### config.mk
export PLATFORM = sky130hd
export DESIGN_NAME = core_regs_wb_arbiter_flat
export DESIGN_NICKNAME = d
export VERILOG_FILES = /design/src/rtl/core_regs_wb_arbiter_pkg.sv /design/src/rtl/core_regs_wb_arbiter_if.sv /design/src/rtl/core_regs_wb_pick.sv /design/src/rtl/core_regs_wb_arbiter.sv /design/src/flat_wrapper.sv
export SDC_FILE = /design/constraint.sdc
export NUM_CORES = 1
export LEC_CHECK = 0
export CORE_ASPECT_RATIO = 1.75
export CORE_MARGIN = 3
export CORE_UTILIZATION = 44
export DETAILED_ROUTE_END_ITERATION = 8
export GPL_TIMING_DRIVEN = 0
export PLACE_DENSITY = 0.74
export SYNTH_ARGS = -nofsm -noshare
export SYNTH_HDL_FRONTEND = slang
export SYNTH_SLANG_ARGS = --single-unit
export TNS_END_PERCENT = 50
### constraint.sdc
create_clock -name clk -period 5.6 [get_ports clk]
set_clock_uncertainty 0.1 [all_clocks]
set_input_delay 0.84 -clock clk [delete_from_list [all_inputs] [get_ports clk]]
set_output_delay 0.84 -clock clk [all_outputs]
set_load 0.01 [all_outputs]
### src/rtl/core_regs_wb_arbiter_pkg.sv
// Shared types for the register-file writeback arbiter: word/register-number
// types, the R0 constant and the source-index type used for the round-robin pointer.
package core_regs_wb_arbiter_pkg;

  localparam int WORD_W      = 32;
  localparam int REG_NUM_W   = 5;
  localparam int NUM_SRC_MAX = 8;

  typedef logic [WORD_W-1:0]    word_t;
  typedef logic [REG_NUM_W-1:0] reg_num_t;

  // Wide enough for any legal source count so the pointer type is shared by all builds.
  typedef logic [$clog2(NUM_SRC_MAX)-1:0] src_idx_t;

  localparam reg_num_t R0 = '0;

endpackage

### src/rtl/core_regs_wb_arbiter_if.sv
// Writeback bus between the NUM_SRC requesters and the arbiter, plus the
// registered write-port outputs that feed the register file and forwarding.
interface core_regs_wb_arbiter_if
  import core_regs_wb_arbiter_pkg::*;
#(
  parameter int NUM_SRC = 3
);
  logic     [NUM_SRC-1:0] src_valid;
  reg_num_t [NUM_SRC-1:0] src_r;
  word_t    [NUM_SRC-1:0] src_data;
  logic     [NUM_SRC-1:0] src_ready;

  logic     wr_a_en;
  reg_num_t wr_a_r;
  word_t    wr_a_data;
  logic     wr_b_en;
  reg_num_t wr_b_r;
  word_t    wr_b_data;
  logic     busy;

  modport master (
    output src_valid, src_r, src_data,
    input  src_ready, wr_a_en, wr_a_r, wr_a_data, wr_b_en, wr_b_r, wr_b_data, busy
  );

  modport slave (
    input  src_valid, src_r, src_data,
    output src_ready, wr_a_en, wr_a_r, wr_a_data, wr_b_en, wr_b_r, wr_b_data, busy
  );
endinterface

### src/rtl/core_regs_wb_pick.sv
// Combinational picker: works on masks already rotated so position 0 is the
// round-robin head, and returns the port A / port B positions and R0 acks.
module core_regs_wb_pick
  import core_regs_wb_arbiter_pkg::*;
#(
  parameter int NUM_SRC = 3
) (
  input  logic     [NUM_SRC-1:0] rot_valid,
  input  logic     [NUM_SRC-1:0] rot_r0,
  input  reg_num_t [NUM_SRC-1:0] rot_r,
  output src_idx_t               first_idx,
  output src_idx_t               second_idx,
  output logic                   first_hit,
  output logic                   second_hit,
  output logic     [NUM_SRC-1:0] r0_ack
);

  reg_num_t first_r;

  always_comb begin
    // NOTE: every output gets a default before the loop so no path infers a latch.
    first_idx  = '0;
    second_idx = '0;
    first_hit  = 1'b0;
    second_hit = 1'b0;
    first_r    = '0;
    r0_ack     = rot_valid & rot_r0;
    for (int k = 0; k < NUM_SRC; k++) begin
      if (rot_valid[k] && !rot_r0[k]) begin
        if (!first_hit) begin
          first_hit = 1'b1;
          first_idx = src_idx_t'(k);
          first_r   = rot_r[k];
        end else if (!second_hit && rot_r[k] != first_r) begin
          // A same-register candidate is skipped so both ports never hit one register.
          second_hit = 1'b1;
          second_idx = src_idx_t'(k);
        end
      end
    end
  end

endmodule

### src/rtl/core_regs_wb_arbiter.sv
// Round-robin arbiter granting up to two writeback sources per cycle onto the
// register file's write ports A and B; R0 writes are acknowledged without a port.
module core_regs_wb_arbiter
  import core_regs_wb_arbiter_pkg::*;
#(
  parameter int NUM_SRC = 3
) (
  input logic                  clk,
  input logic                  rst,
  core_regs_wb_arbiter_if.slave bus
);

  localparam int IDX_W = (NUM_SRC > 1) ? $clog2(NUM_SRC) : 1;
  typedef logic [IDX_W-1:0] sel_t;

  src_idx_t rr_ptr_q, rr_ptr_d;

  logic     [NUM_SRC-1:0] rot_valid, rot_r0, rot_r0_ack, r0_ack, ready;
  reg_num_t [NUM_SRC-1:0] rot_r;
  sel_t     [NUM_SRC-1:0] rot_src;
  src_idx_t               first_idx, second_idx;
  logic                   first_hit, second_hit;
  sel_t                   a_sel, b_sel;

  logic     wr_a_en_q, wr_a_en_d, wr_b_en_q, wr_b_en_d;
  reg_num_t wr_a_r_q, wr_a_r_d, wr_b_r_q, wr_b_r_d;
  word_t    wr_a_data_q, wr_a_data_d, wr_b_data_q, wr_b_data_d;

  // Rotated position k corresponds to source (rr_ptr + k) mod NUM_SRC.
  always_comb begin
    rot_src   = '0;
    rot_valid = '0;
    rot_r0    = '0;
    rot_r     = '0;
    for (int k = 0; k < NUM_SRC; k++) begin
      rot_src[k]   = sel_t'((int'(rr_ptr_q) + k) % NUM_SRC);
      rot_valid[k] = bus.src_valid[rot_src[k]];
      rot_r[k]     = bus.src_r[rot_src[k]];
      rot_r0[k]    = (bus.src_r[rot_src[k]] == R0);
    end
  end

  core_regs_wb_pick #(.NUM_SRC(NUM_SRC)) u_pick (
    .rot_valid  (rot_valid),
    .rot_r0     (rot_r0),
    .rot_r      (rot_r),
    .first_idx  (first_idx),
    .second_idx (second_idx),
    .first_hit  (first_hit),
    .second_hit (second_hit),
    .r0_ack     (rot_r0_ack)
  );

  always_comb begin
    a_sel  = '0;
    b_sel  = '0;
    r0_ack = '0;
    ready  = '0;
    for (int k = 0; k < NUM_SRC; k++) begin
      if (first_idx == src_idx_t'(k))  a_sel = rot_src[k];
      if (second_idx == src_idx_t'(k)) b_sel = rot_src[k];
      if (rot_r0_ack[k])               r0_ack[rot_src[k]] = 1'b1;
    end
    for (int i = 0; i < NUM_SRC; i++) begin
      ready[i] = !rst && (r0_ack[i] ||
                          (first_hit  && a_sel == sel_t'(i)) ||
                          (second_hit && b_sel == sel_t'(i)));
    end
  end

  assign bus.src_ready = ready;
  assign bus.busy      = |(bus.src_valid & ~ready);

  // Idle cycles drop the enables but keep register number and data.
  always_comb begin
    wr_a_en_d   = first_hit;
    wr_a_r_d    = wr_a_r_q;
    wr_a_data_d = wr_a_data_q;
    wr_b_en_d   = second_hit;
    wr_b_r_d    = wr_b_r_q;
    wr_b_data_d = wr_b_data_q;
    rr_ptr_d    = rr_ptr_q;
    if (first_hit) begin
      wr_a_r_d    = bus.src_r[a_sel];
      wr_a_data_d = bus.src_data[a_sel];
      rr_ptr_d    = src_idx_t'((int'(a_sel) + 1) % NUM_SRC);
    end
    if (second_hit) begin
      wr_b_r_d    = bus.src_r[b_sel];
      wr_b_data_d = bus.src_data[b_sel];
      rr_ptr_d    = src_idx_t'((int'(b_sel) + 1) % NUM_SRC);
    end
  end

  always_ff @(posedge clk) begin
    // NOTE: non-blocking assignments keep every flop sampling pre-edge values.
    if (rst) begin
      rr_ptr_q    <= '0;
      wr_a_en_q   <= 1'b0;
      wr_a_r_q    <= '0;
      wr_a_data_q <= '0;
      wr_b_en_q   <= 1'b0;
      wr_b_r_q    <= '0;
      wr_b_data_q <= '0;
    end else begin
      rr_ptr_q    <= rr_ptr_d;
      wr_a_en_q   <= wr_a_en_d;
      wr_a_r_q    <= wr_a_r_d;
      wr_a_data_q <= wr_a_data_d;
      wr_b_en_q   <= wr_b_en_d;
      wr_b_r_q    <= wr_b_r_d;
      wr_b_data_q <= wr_b_data_d;
    end
  end

  assign bus.wr_a_en   = wr_a_en_q;
  assign bus.wr_a_r    = wr_a_r_q;
  assign bus.wr_a_data = wr_a_data_q;
  assign bus.wr_b_en   = wr_b_en_q;
  assign bus.wr_b_r    = wr_b_r_q;
  assign bus.wr_b_data = wr_b_data_q;

endmodule
### src/flat_wrapper.sv
// flat-port wrapper written by rule: the top's interface ports become plain ports
module core_regs_wb_arbiter_flat import core_regs_wb_arbiter_pkg::*;
#(
  parameter int NUM_SRC = 3
)
  (clk, rst, bus_src_valid, bus_src_r, bus_src_data, bus_src_ready, bus_wr_a_en, bus_wr_a_r, bus_wr_a_data, bus_wr_b_en, bus_wr_b_r, bus_wr_b_data, bus_busy);
  core_regs_wb_arbiter_if #(.NUM_SRC(NUM_SRC)) bus_i ();
  input logic clk;
  input logic rst;
  input wire logic [$bits(bus_i.src_valid)-1:0] bus_src_valid;
  input wire logic [$bits(bus_i.src_r)-1:0] bus_src_r;
  input wire logic [$bits(bus_i.src_data)-1:0] bus_src_data;
  output wire logic [$bits(bus_i.src_ready)-1:0] bus_src_ready;
  output wire logic [$bits(bus_i.wr_a_en)-1:0] bus_wr_a_en;
  output wire logic [$bits(bus_i.wr_a_r)-1:0] bus_wr_a_r;
  output wire logic [$bits(bus_i.wr_a_data)-1:0] bus_wr_a_data;
  output wire logic [$bits(bus_i.wr_b_en)-1:0] bus_wr_b_en;
  output wire logic [$bits(bus_i.wr_b_r)-1:0] bus_wr_b_r;
  output wire logic [$bits(bus_i.wr_b_data)-1:0] bus_wr_b_data;
  output wire logic [$bits(bus_i.busy)-1:0] bus_busy;
  assign bus_i.src_valid = bus_src_valid;
  assign bus_i.src_r = bus_src_r;
  assign bus_i.src_data = bus_src_data;
  assign bus_src_ready = bus_i.src_ready;
  assign bus_wr_a_en = bus_i.wr_a_en;
  assign bus_wr_a_r = bus_i.wr_a_r;
  assign bus_wr_a_data = bus_i.wr_a_data;
  assign bus_wr_b_en = bus_i.wr_b_en;
  assign bus_wr_b_r = bus_i.wr_b_r;
  assign bus_wr_b_data = bus_i.wr_b_data;
  assign bus_busy = bus_i.busy;
  core_regs_wb_arbiter #(.NUM_SRC(NUM_SRC)) u_core (.clk(clk), .rst(rst), .bus(bus_i));
endmodule
; ---- Yosys cells after proc, flatten, opt, wreduce, memory -nomap -nowiden
; Cells that the tools add are included.
[word_totals]
out_inout_bits = 80
regBits = 79
wordCells = 134
[classes]
n_addsub = 4
n_eq_ne = 10
n_div = 5
muxes = 59
magnitude_cmp = 8
bitwise_logic = 5
n_reduce_logical = 36
[op_table]
columns = op, n
row1 = $bmux 32 s2, 2
row2 = $mod 32x3->32 const B, 4
row3 = $mux 32, 2
row4 = $bmux 5 s2, 5
row5 = $mux 5, 8
row6 = $mod 4x3->32 const B, 1
row7 = $mux 3, 10
row8 = $mux 1, 20
row9 = $logic_and 1x1->1, 16
row10 = $logic_not 5->1, 3
row11 = $lt 2x3->1 const B, 5
row12 = $mux 2, 6
row13 = $ne 5x5->1, 2
row14 = $add 2x1->3 const B, 2
row15 = $and 3x3->3, 2
row16 = $bmux 1 s2, 3
row17 = $demux 1 s2, 3
row18 = $eq 3x1->1 const B, 2
row19 = $eq 3x2->1 const B, 2
row20 = $ge 2x1->1 const B, 3
row21 = $logic_not 3->1, 2
row22 = $logic_or 1x1->1, 6
row23 = $or 3x3->3, 2
row24 = $logic_not 1->1, 5
row25 = other kinds (8), 11

; ---- Depth between registers and ports, before layout
; Gate-level depths: netlist of the first run.
[depth]
word_depth = 27
ltp_mapped = 28
mapped_depth_nobuf = 23

; ---- Modules after synthesis
; From an unflattened synthesis of the first run, not the netlist that was laid out.
[hier_totals]
cells_unflattened = 755
area_unflattened_um2 = 6432.4
[modules_own_cells]
columns = mod, cells_each, area_each_um2, instances
row1 = core_regs_wb_arbiter, 701, 6065.8, 1
row2 = core_regs_wb_pick, 54, 366.6, 1

; ---- Worst setup path after synthesis of the first run
; No wires, ideal clock.
[synth_path]
kind = reg-to-output
from = register u_core.rr_ptr_q[0]
to = output bus_busy
stages_incl_launch_ff = 21
required_ps = 4660
slack_ps = -67
path_buffers = 4
t_arrival_ps = 4727
path_cell_list = dfxtp_1 -> inv_2 -> clkbuf_1 -> ha_1 -> clkbuf_1 -> nand2_1 -> o31ai_1 -> nor2_1 -> ha_1 -> buf_1 -> mux2i_1 -> o21ai_0 -> o21ai_0 -> o221a_4 -> o211a_1 -> a21oi_2 -> or3_1 -> clkbuf_1 -> a2111oi_0 -> a32o_1 -> a211o_1
[synth_via]
elab_chain_cells = 27
elab_cells_between_ends = 109
[synth_lines]
columns = item, line_no
row1 = start: declaration, core_regs_wb_arbiter.sv:16  ; src_idx_t rr_ptr_q, rr_ptr_d;
row2 = start signal: assignment, core_regs_wb_arbiter.sv:106  ; rr_ptr_q <= rr_ptr_d;
row3 = "parallel branches: the longest is 24 deep, another holds $mod 32x3->32", --
row4 = $not 3->3 *, core_regs_wb_arbiter.sv:72  ; assign bus.busy = |(bus.src_valid & ~ready);
row5 = $and 3x3->3 *, core_regs_wb_arbiter.sv:72
row6 = $reduce_or 3->1 *, core_regs_wb_arbiter.sv:72
row7 = end: declaration, flat_wrapper.sv:20  ; output wire logic [$bits(bus_i.busy)-1:0] bus_busy;
; Mark *: on every way between the ends. The select of a mux whose other input is x is not followed.

; ---- Worst setup path after layout of the first run
; Ends and elaborated chain as after synthesis.

==> summary by stage, run 1 <==
Clock tree
The CTS tree is built. The clock sink count is 79. Clock-pin slew was measured on the worst setup and hold paths at 0.06 ns.

The buffer depth of the longest clock path is 2. After clock tree synthesis, the flow added hold-fix buffers numbering 0. Clock tree synthesis inserted a total of 9 buffers. The clock reaches the later pin of the worst-skew pair after 0.34 ns. The tree is rooted in a sky130_fd_sc_hd__clkbuf_16. The H-tree depth reported by CTS is 3.

STA
The accumulated negative setup slack is -0.2593 ns. The maximum achievable frequency is 174.2 MHz. The shortest clock period the worst path allows after layout is 5.741 ns. The worst setup margin is -0.1410 ns.

The fraction of the cycle the final worst path needs is 1.025. The final max-slew violation count is 0. The final number of hold-violating endpoints is 0.

Setup violations remaining at the end of the flow were counted as 3. The remaining max-slew budget at the tightest pin is 0.5511. At the pin with the least slew margin, the transition time is 0.6734 ns. Setup repair after global routing could not meet its margin everywhere.

Critical path
Data on the critical path is required at its endpoint by 4.66 ns. Broken down by cell family, the worst path's largest delay share belongs to compound AO/OA/AOI/OAI gates. At the worst endpoint, the arrival time is 4.80 ns. The slowest library cell on the worst path is sky130_fd_sc_hd__or3_4. The sort of element at the start of the critical path is a register. Along the worst path, the maximum fanout reaches 8.

Walking the worst path, the cells encountered are ha_4 > xnor2_4 > inv_4 > ha_4 > o21ai_4 > ha_4 > inv_4 > o41ai_4 > a211o_1 > buf_6 > a21boi_4 > o21a_4 > or3_4 > a211o_1 > o211ai_4 > o221a_4 > nor2_4 > a32o_1 > a211o_1 > buf_2. The endpoint class of the critical path is a primary output. The buffers plus inverters on the worst setup path is 4.

The maximum single-stage delay on the critical path is 0.39 ns. The worst setup path is of the register to primary output kind.

Detailed routing
The routed design has 29.99 mm of wire. The residual DRC count is 0. The via-per-instance ratio is 6.499. The count of nets left with antenna violations once routing finished came out at 0. The via count is 7896. After the first detailed-routing iteration, the DRC count stood at 654. Before antenna repair, the detailed router went through 7 iterations. The average detailed-routed wire length per instance is 24.69 microns.

Floorplanning
The floorplan has 58 rows. Pin placement for this block handled 196 I/O pins. The initial utilization of the core area, before any placement, comes to 0.4557.

In this run the horizontal extent of the chip is 98.91 microns. The core area is 14590 sq um. The die is 168.6 microns tall.

The floorplan step defined a die boundary enclosing 16670 sq um.

Global routing
The initial antenna violation count is 0. In the global route stage, overall resource usage came out at 0.3472. The via count of the first global-routing pass is 7901.

The first global-routing pass estimated 45.08 mm of wire. The sum of overflow across all layers after global routing is 0. The pin count of the biggest net entering global routing is 15.

Min path
The path class of the tightest hold or removal check is register to register.

Final layout
The final-stage net count is 1163. The fraction of layout instances using a drive strength above 1 is 0.1894. The area growth from synthesis to layout is 50.56%. The number of antenna diodes in the final layout is 0.

The end-of-flow core utilization is 0.6861. The area of all placed cells without fillers is 10010 sq um.

Logic synthesis
After technology mapping, the gate count stands at 799. The number of register bits inferred by synthesis is 79. In this run the cell area of the synthesized design comes to 6646 sq um. The Yosys step of the flow raised 0 warnings. The number of distinct library cell variants in the gate-level netlist after synthesis is 96.

The post-synthesis average cell area is 8.318 sq um. The synthesized design contains 0 enable-type register cells. The post-synth net total is 931. The share of the Yosys chip area taken by registers is 0.2380. For this run, the leading register cell type out of synthesis is sky130_fd_sc_hd__dfxtp_1. In the synthesized netlist the async set-or-reset flop fraction comes to 0.

Placement
The count of buffers added on input and output ports is 190. Routability-driven placement finished with a final weighted congestion of 1.030. Once detailed placement completed, the half-perimeter wirelength came to 22.34 mm. After detailed placement, the total cell area comes to 8776 sq um.

Status
The checks that failed: setup timing. The flow ran to the end, but the final reports show violations.

Run
The number of max-cap violations is 0.
logic make-up after synthesis:
logic type | share of synthesized area
AOI/OAI and AO/OA | 0.3490
and+or+nand+nor | 0.1915
buffers and inverters | 0.08227
DFF | 0.2380
muxes | 0.09469
adders and majority gates | 0.03012
xor gates and xnor gates | 0.01450
cells in the mapped netlist (all sizes together), types with 4 or more instances:
library cell,n,area share
o221ai,18,0.033
nand3,12,0.0098
dfxtp,79,0.24
a31o,4,0.0053
a21oi,63,0.048
a211o,7,0.0092
buf,29,0.033
and3,15,0.014
inv,36,0.021
nand3b,18,0.020
nand4,23,0.023
nor3b,10,0.011
or3,5,0.0047
a222oi,22,0.033
clkbuf,50,0.028
nand2,42,0.025
nor4,9,0.0085
a211oi,30,0.035
ha,16,0.030
a2bb2oi,25,0.033
xnor2,8,0.014
o211a,4,0.0060
o211ai,7,0.011
a22oi,13,0.015
o31ai,6,0.0088
o21ai,31,0.023
and2,9,0.0088
a31oi,12,0.019
nor2,49,0.028
nor3,22,0.018
a21o,5,0.0056
o31a,4,0.0053
mux2i,58,0.087
routing by layer:
metal | GRT usage | up-vias | share of wire
li1 | - | 3581 | -
met1 | 0.3578 | 3747 | 0.34
met2 | 0.6306 | 448 | 0.52
met3 | 0.06474 | 120 | 0.075
met4 | 0.2212 | 0 | 0.070
met5 | 0 | - | 0
state kept, by name (all words and copies together) (netlist names):
register	count
u_core.rr_ptr_q	3
u_core.bus.wr_a_data	32
u_core.bus.wr_b_data	32
u_core.bus.wr_b_en	1
u_core.bus.wr_a_en	1
u_core.bus.wr_b_r	5
u_core.bus.wr_a_r	5
area by class of cell:
type,instances,area [sq um]
Multi-Input combinational cell,605,5035
Buffer,74,480.5
Tap cell,180,225.2
Sequential cell,79,1593
Inverter,36,147.6
Clock inverter,3,90.09
Clock buffer,12,256.5
Fill cell,1219,4579
Timing Repair Buffer,226,2180
per-stage QoR:
step | hold slack [ns] | worst slack, ns | cells
after global routing | 0.4229 | -0.2637 | 1215
after global placement | 0.3871 | -1.659 | 1169
after floorplan | 0.4131 | 0.02879 | 799
final | 0.3985 | -0.1410 | 1215
after CTS | 0.4009 | -0.09009 | 1216
after detailed placement | 0.3915 | -1.658 | 1169
tightest hold or removal path: stages (launching register included):
cell	delay (ns)
sky130_fd_sc_hd__dfxtp_1	0.31
sky130_fd_sc_hd__nor2_1	0.09
sky130_fd_sc_hd__a211oi_1	0.05
repair_timing:
action / 4_1_cts / 5_1_grt
buffers inserted: 36 / 0
pin swaps: 39 / 2
setup endpoints to repair: 83 / 7
resized for setup: 131 / 20
final timing paths:
path / startpoint / end / slack [ns] / depth (start not counted)
setup / recovery: u_core.rr_ptr_q[0] / bus_busy / -0.14 / 20
hold / removal: u_core.bus.wr_a_data[28] / u_core.bus.wr_a_data[28] / 0.40 / 2
setup reg to reg: u_core.rr_ptr_q[0] / u_core.rr_ptr_q[2] / 0.22 / 25
hold reg to reg: u_core.bus.wr_a_data[28] / u_core.bus.wr_a_data[28] / 0.40 / 2
cells in the final DEF (no fill, tap or decap), types with 6 or more instances in the layout:
cell	synthesis	final
sky130_fd_sc_hd__nand4_1	22	22
sky130_fd_sc_hd__inv_1	34	30
sky130_fd_sc_hd__o21ai_0	27	22
sky130_fd_sc_hd__buf_6	10	16
sky130_fd_sc_hd__a222oi_1	22	22
sky130_fd_sc_hd__buf_2	12	11
sky130_fd_sc_hd__nand3b_1	18	18
sky130_fd_sc_hd__a211o_1	7	7
sky130_fd_sc_hd__ha_1	16	8
sky130_fd_sc_hd__a211oi_1	28	27
sky130_fd_sc_hd__a2bb2oi_1	25	25
sky130_fd_sc_hd__dfxtp_1	79	76
sky130_fd_sc_hd__and3_1	15	14
sky130_fd_sc_hd__nor3b_1	10	10
sky130_fd_sc_hd__ha_4	0	6
sky130_fd_sc_hd__a22oi_1	13	13
sky130_fd_sc_hd__mux2i_1	58	57
sky130_fd_sc_hd__nand3_1	11	10
sky130_fd_sc_hd__nor2_1	49	47
sky130_fd_sc_hd__clkbuf_1	50	38
sky130_fd_sc_hd__buf_4	3	36
sky130_fd_sc_hd__o221ai_2	10	10
sky130_fd_sc_hd__nand2_1	41	38
sky130_fd_sc_hd__nor3_1	21	20
sky130_fd_sc_hd__o221ai_1	8	7
sky130_fd_sc_hd__clkdlybuf4s50_1	0	186
sky130_fd_sc_hd__clkbuf_16	0	10
sky130_fd_sc_hd__xnor2_1	6	6
sky130_fd_sc_hd__a31oi_1	7	6
sky130_fd_sc_hd__and2_1	8	8
sky130_fd_sc_hd__a21oi_1	62	59
Power of run 1 is left out: the tool's default activity adds up to more than one toggle a clock period on the data nets, which glitch-free logic cannot reach.
==> run 2, diff against run 1 <==
--- a/config.mk
+++ b/config.mk
@@ -5,12 +5,15 @@
 export SDC_FILE = /design/constraint.sdc
 export NUM_CORES = 1
 export LEC_CHECK = 0
+export ABC_CLOCK_PERIOD_IN_PS = 5600
 export CORE_ASPECT_RATIO = 1.75
 export CORE_MARGIN = 3
 export CORE_UTILIZATION = 44
 export DETAILED_ROUTE_END_ITERATION = 8
 export GPL_TIMING_DRIVEN = 0
 export PLACE_DENSITY = 0.74
+export RECOVER_POWER = 25
+export REMOVE_ABC_BUFFERS = 1
 export SYNTH_ARGS = -nofsm -noshare
 export SYNTH_HDL_FRONTEND = slang
 export SYNTH_SLANG_ARGS = --single-unit
==> summary by stage, run 2 (synthesis results as in run 1) <==
STA
The final max-slew violation count is 0. Setup repair after global routing could not meet its margin everywhere. The number of failing setup endpoints in the final timing report is 4. The worst setup margin is -0.3579 ns. Timing would allow up to 167.8 MHz. At the pin with the least slew margin, the transition time is 1.107 ns. Counting I/O delays and the setup requirement, the final critical path takes 5.958 ns. The final number of hold-violating endpoints is 0. The fraction of the cycle the final worst path needs is 1.064. Measured against its own limit, the worst slew margin works out to 0.2622.

Floorplanning
The die covers 16670 sq um. The initialized floorplan defines 58 standard-cell rows. The effective utilization at floorplan is 0.4557.

The chip height is 168.6 microns. The core area is 14590 sq um. The width of the die is 98.91 microns. The number of placed I/O pins is 196.

Critical path
Walking the worst path, the cells encountered are ha_4 > xnor2_4 > inv_4 > buf_4 > a311oi_4 > nor2_4 > ha_4 > inv_1 > nand3_2 > a211o_1 > o2bb2ai_4 > buf_4 > a211oi_2 > or3_1 > nand4_2 > buf_6 > o211ai_1 > a31oi_4 > nand3_2 > buf_12 > a31oi_4 > buf_2. The setup check on the worst reg-to-reg path leaves a slack of 0.15 ns. The arrival time of the worst setup path is 5.02 ns.

The worst setup path is launched from a register. At the worst endpoint, the required time is 4.66 ns. The critical-path maximum fanout is 7. The worst setup path is captured at a primary output. The worst setup path is of the register to primary output kind.

The maximum single-stage delay on the critical path is 0.40 ns. The slowest library cell on the worst path is sky130_fd_sc_hd__a211o_1.

Status
The final reports fail on DRC, setup timing. The run finished, with violations left.

Placement
The congestion estimate from routability-driven global placement came to 0.9743. In this run the tool buffered the top-level ports with 195 buffer cells. Summing all placed instances gives a cell area of 8594 sq um. The half-perimeter wire length of the detailed placement result is 17.52 mm.

Min path
The kind of path behind the tightest hold check is register to register.

Detailed routing
The final wirelength is 30.24 mm. After detailed routing, the average wire length per cell comes to 24.89 microns. Dividing the detail-routed via count by the number of cells gives 6.760. The detailed-router iteration count before antenna repair is 8.

The residual antenna-violating net count after detailed routing is 0. The via count is 8214. The initial detailed-routing violation count is 714. In the routed design, unresolved DRC markers number 4.

Global routing
The sum of overflow across all layers after global routing is 0. The initial antenna violation count was 0. Entering global routing, the biggest net connects 86 pins. For this run, the total global-route usage over all layers was measured as 0.3320. The global-route wire length before repair is 44.13 mm. The via count of the first global-routing pass is 7873.

Final layout
At the end of the flow the core is filled with cells to 0.7160. The library cell used most frequently in the layout, excluding fill and tap cells, is sky130_fd_sc_hd__clkdlybuf4s50_1. The filler cell count is 1047. Once layout is done, the placed cells without fillers occupy 10440 sq um. The multi-input combinational cells in the finished layout cover a total of 5304 sq um. The register cell area after layout is 1593 sq um.

The net count of the finished layout is 1161. In the final layout, the share of cells above drive strength 1 is 0.2389. The library cells used most frequently in the layout, excluding fill and tap cells, are 152 x sky130_fd_sc_hd__clkdlybuf4s50_1, 76 x sky130_fd_sc_hd__dfxtp_1, 74 x sky130_fd_sc_hd__buf_4, 57 x sky130_fd_sc_hd__mux2i_1, 57 x sky130_fd_sc_hd__a21oi_1.

The synthesis-to-layout area growth is 57.14%.

Clock tree
The H-tree depth reported by CTS is 3. The clock sink count is 79. TritonCTS built the clock tree. After clock tree synthesis, the flow added hold-fix buffers numbering 0. Clock-pin slew was measured on the worst setup and hold paths at 0.06 ns. The clock reaches the later pin of the worst-skew pair after 0.34 ns.

The clock passes through at most 2 buffers. The cell at the root of the clock tree is sky130_fd_sc_hd__clkbuf_16. In this run, CTS created clock tree buffers numbering 9.

Run
The number of max-cap violations is 0.
run 2: cell types whose count changed in the layout (fill, tap and decap cells not counted), sizes merged, moves of 2 or more:
| cell | change |
|---|---|
| buf | +30 |
| bufbuf | +2 |
| bufinv | -3 |
| clkbuf | -45 |
| clkdlybuf4s50 | -34 |
| clkinvlp | +3 |
| dlygate4sd3 | +38 |
| nand2 | +2 |
run 2: layer usage:
metal | vias up | global-route usage | routed length [microns]
met3 | 181 | 0.06598 | 2645
li1 | 3600 | - | -
met2 | 582 | 0.5746 | 15050
met5 | - | 0 | 0
met4 | 0 | 0.2093 | 2290
met1 | 3851 | 0.3653 | 10250
run 2: layout make-up:
cell class | count | share of cell area
timing repair buffer | 291 | 0.2764
inverter | 36 | 0.01486
tap | 180 | 0.02156
antenna | 1 | 0.0002396
sequential | 79 | 0.1525
clock buffer | 12 | 0.02360
multi-input combinational | 612 | 0.5078
clock inverter | 4 | 0.002995
run 2: final timing paths:
check,startpoint,endpoint,cells past startpoint
setup / recovery,u_core.rr_ptr_q[1],bus_src_ready[0],22
hold / removal,u_core.bus.wr_a_data[18],u_core.bus.wr_a_data[18],2
setup reg to reg,u_core.rr_ptr_q[1],u_core.bus.wr_b_data[28],22
hold reg to reg,u_core.bus.wr_a_data[18],u_core.bus.wr_a_data[18],2
run 2: repair_timing:
| item | in CTS | in global routing |
|---|---|---|
| cloned | 8 | 2 |
| pin swaps | 38 | 14 |
| setup buffers | 57 | 28 |
| resized for setup | 131 | 34 |
| setup endpoints to repair | 82 | 43 |
run 2: worst max-delay path, delay by kind of cell (launching register included):
kind                     cells  cell delay [ns]
buffers and inverters        7             0.94
adder cells (fa/ha/maj)      2             0.35
AO/OA/AOI/OAI                7             1.72
AND/OR/NAND/NOR              5             1.07
XOR/XNOR                     1             0.20
flip-flops                   1             0.38
run 2: metrics by stage:
step	TNS, ns	std cells	hold slack [ns]	setup slack, ns
3_5_place_dp	-88.19	1103	0.3874	-1.991
6_report	-0.9653	1215	0.3950	-0.3579
4_1_cts	-0.07542	1184	0.3987	-0.07542
2_1_floorplan	-146.82	720	0.4071	-3.082
3_3_place_gp	-398.86	1095	0.3847	-6.729
5_1_grt	-1.281	1214	0.4160	-0.4249
Power of run 2 is left out for the same reason.
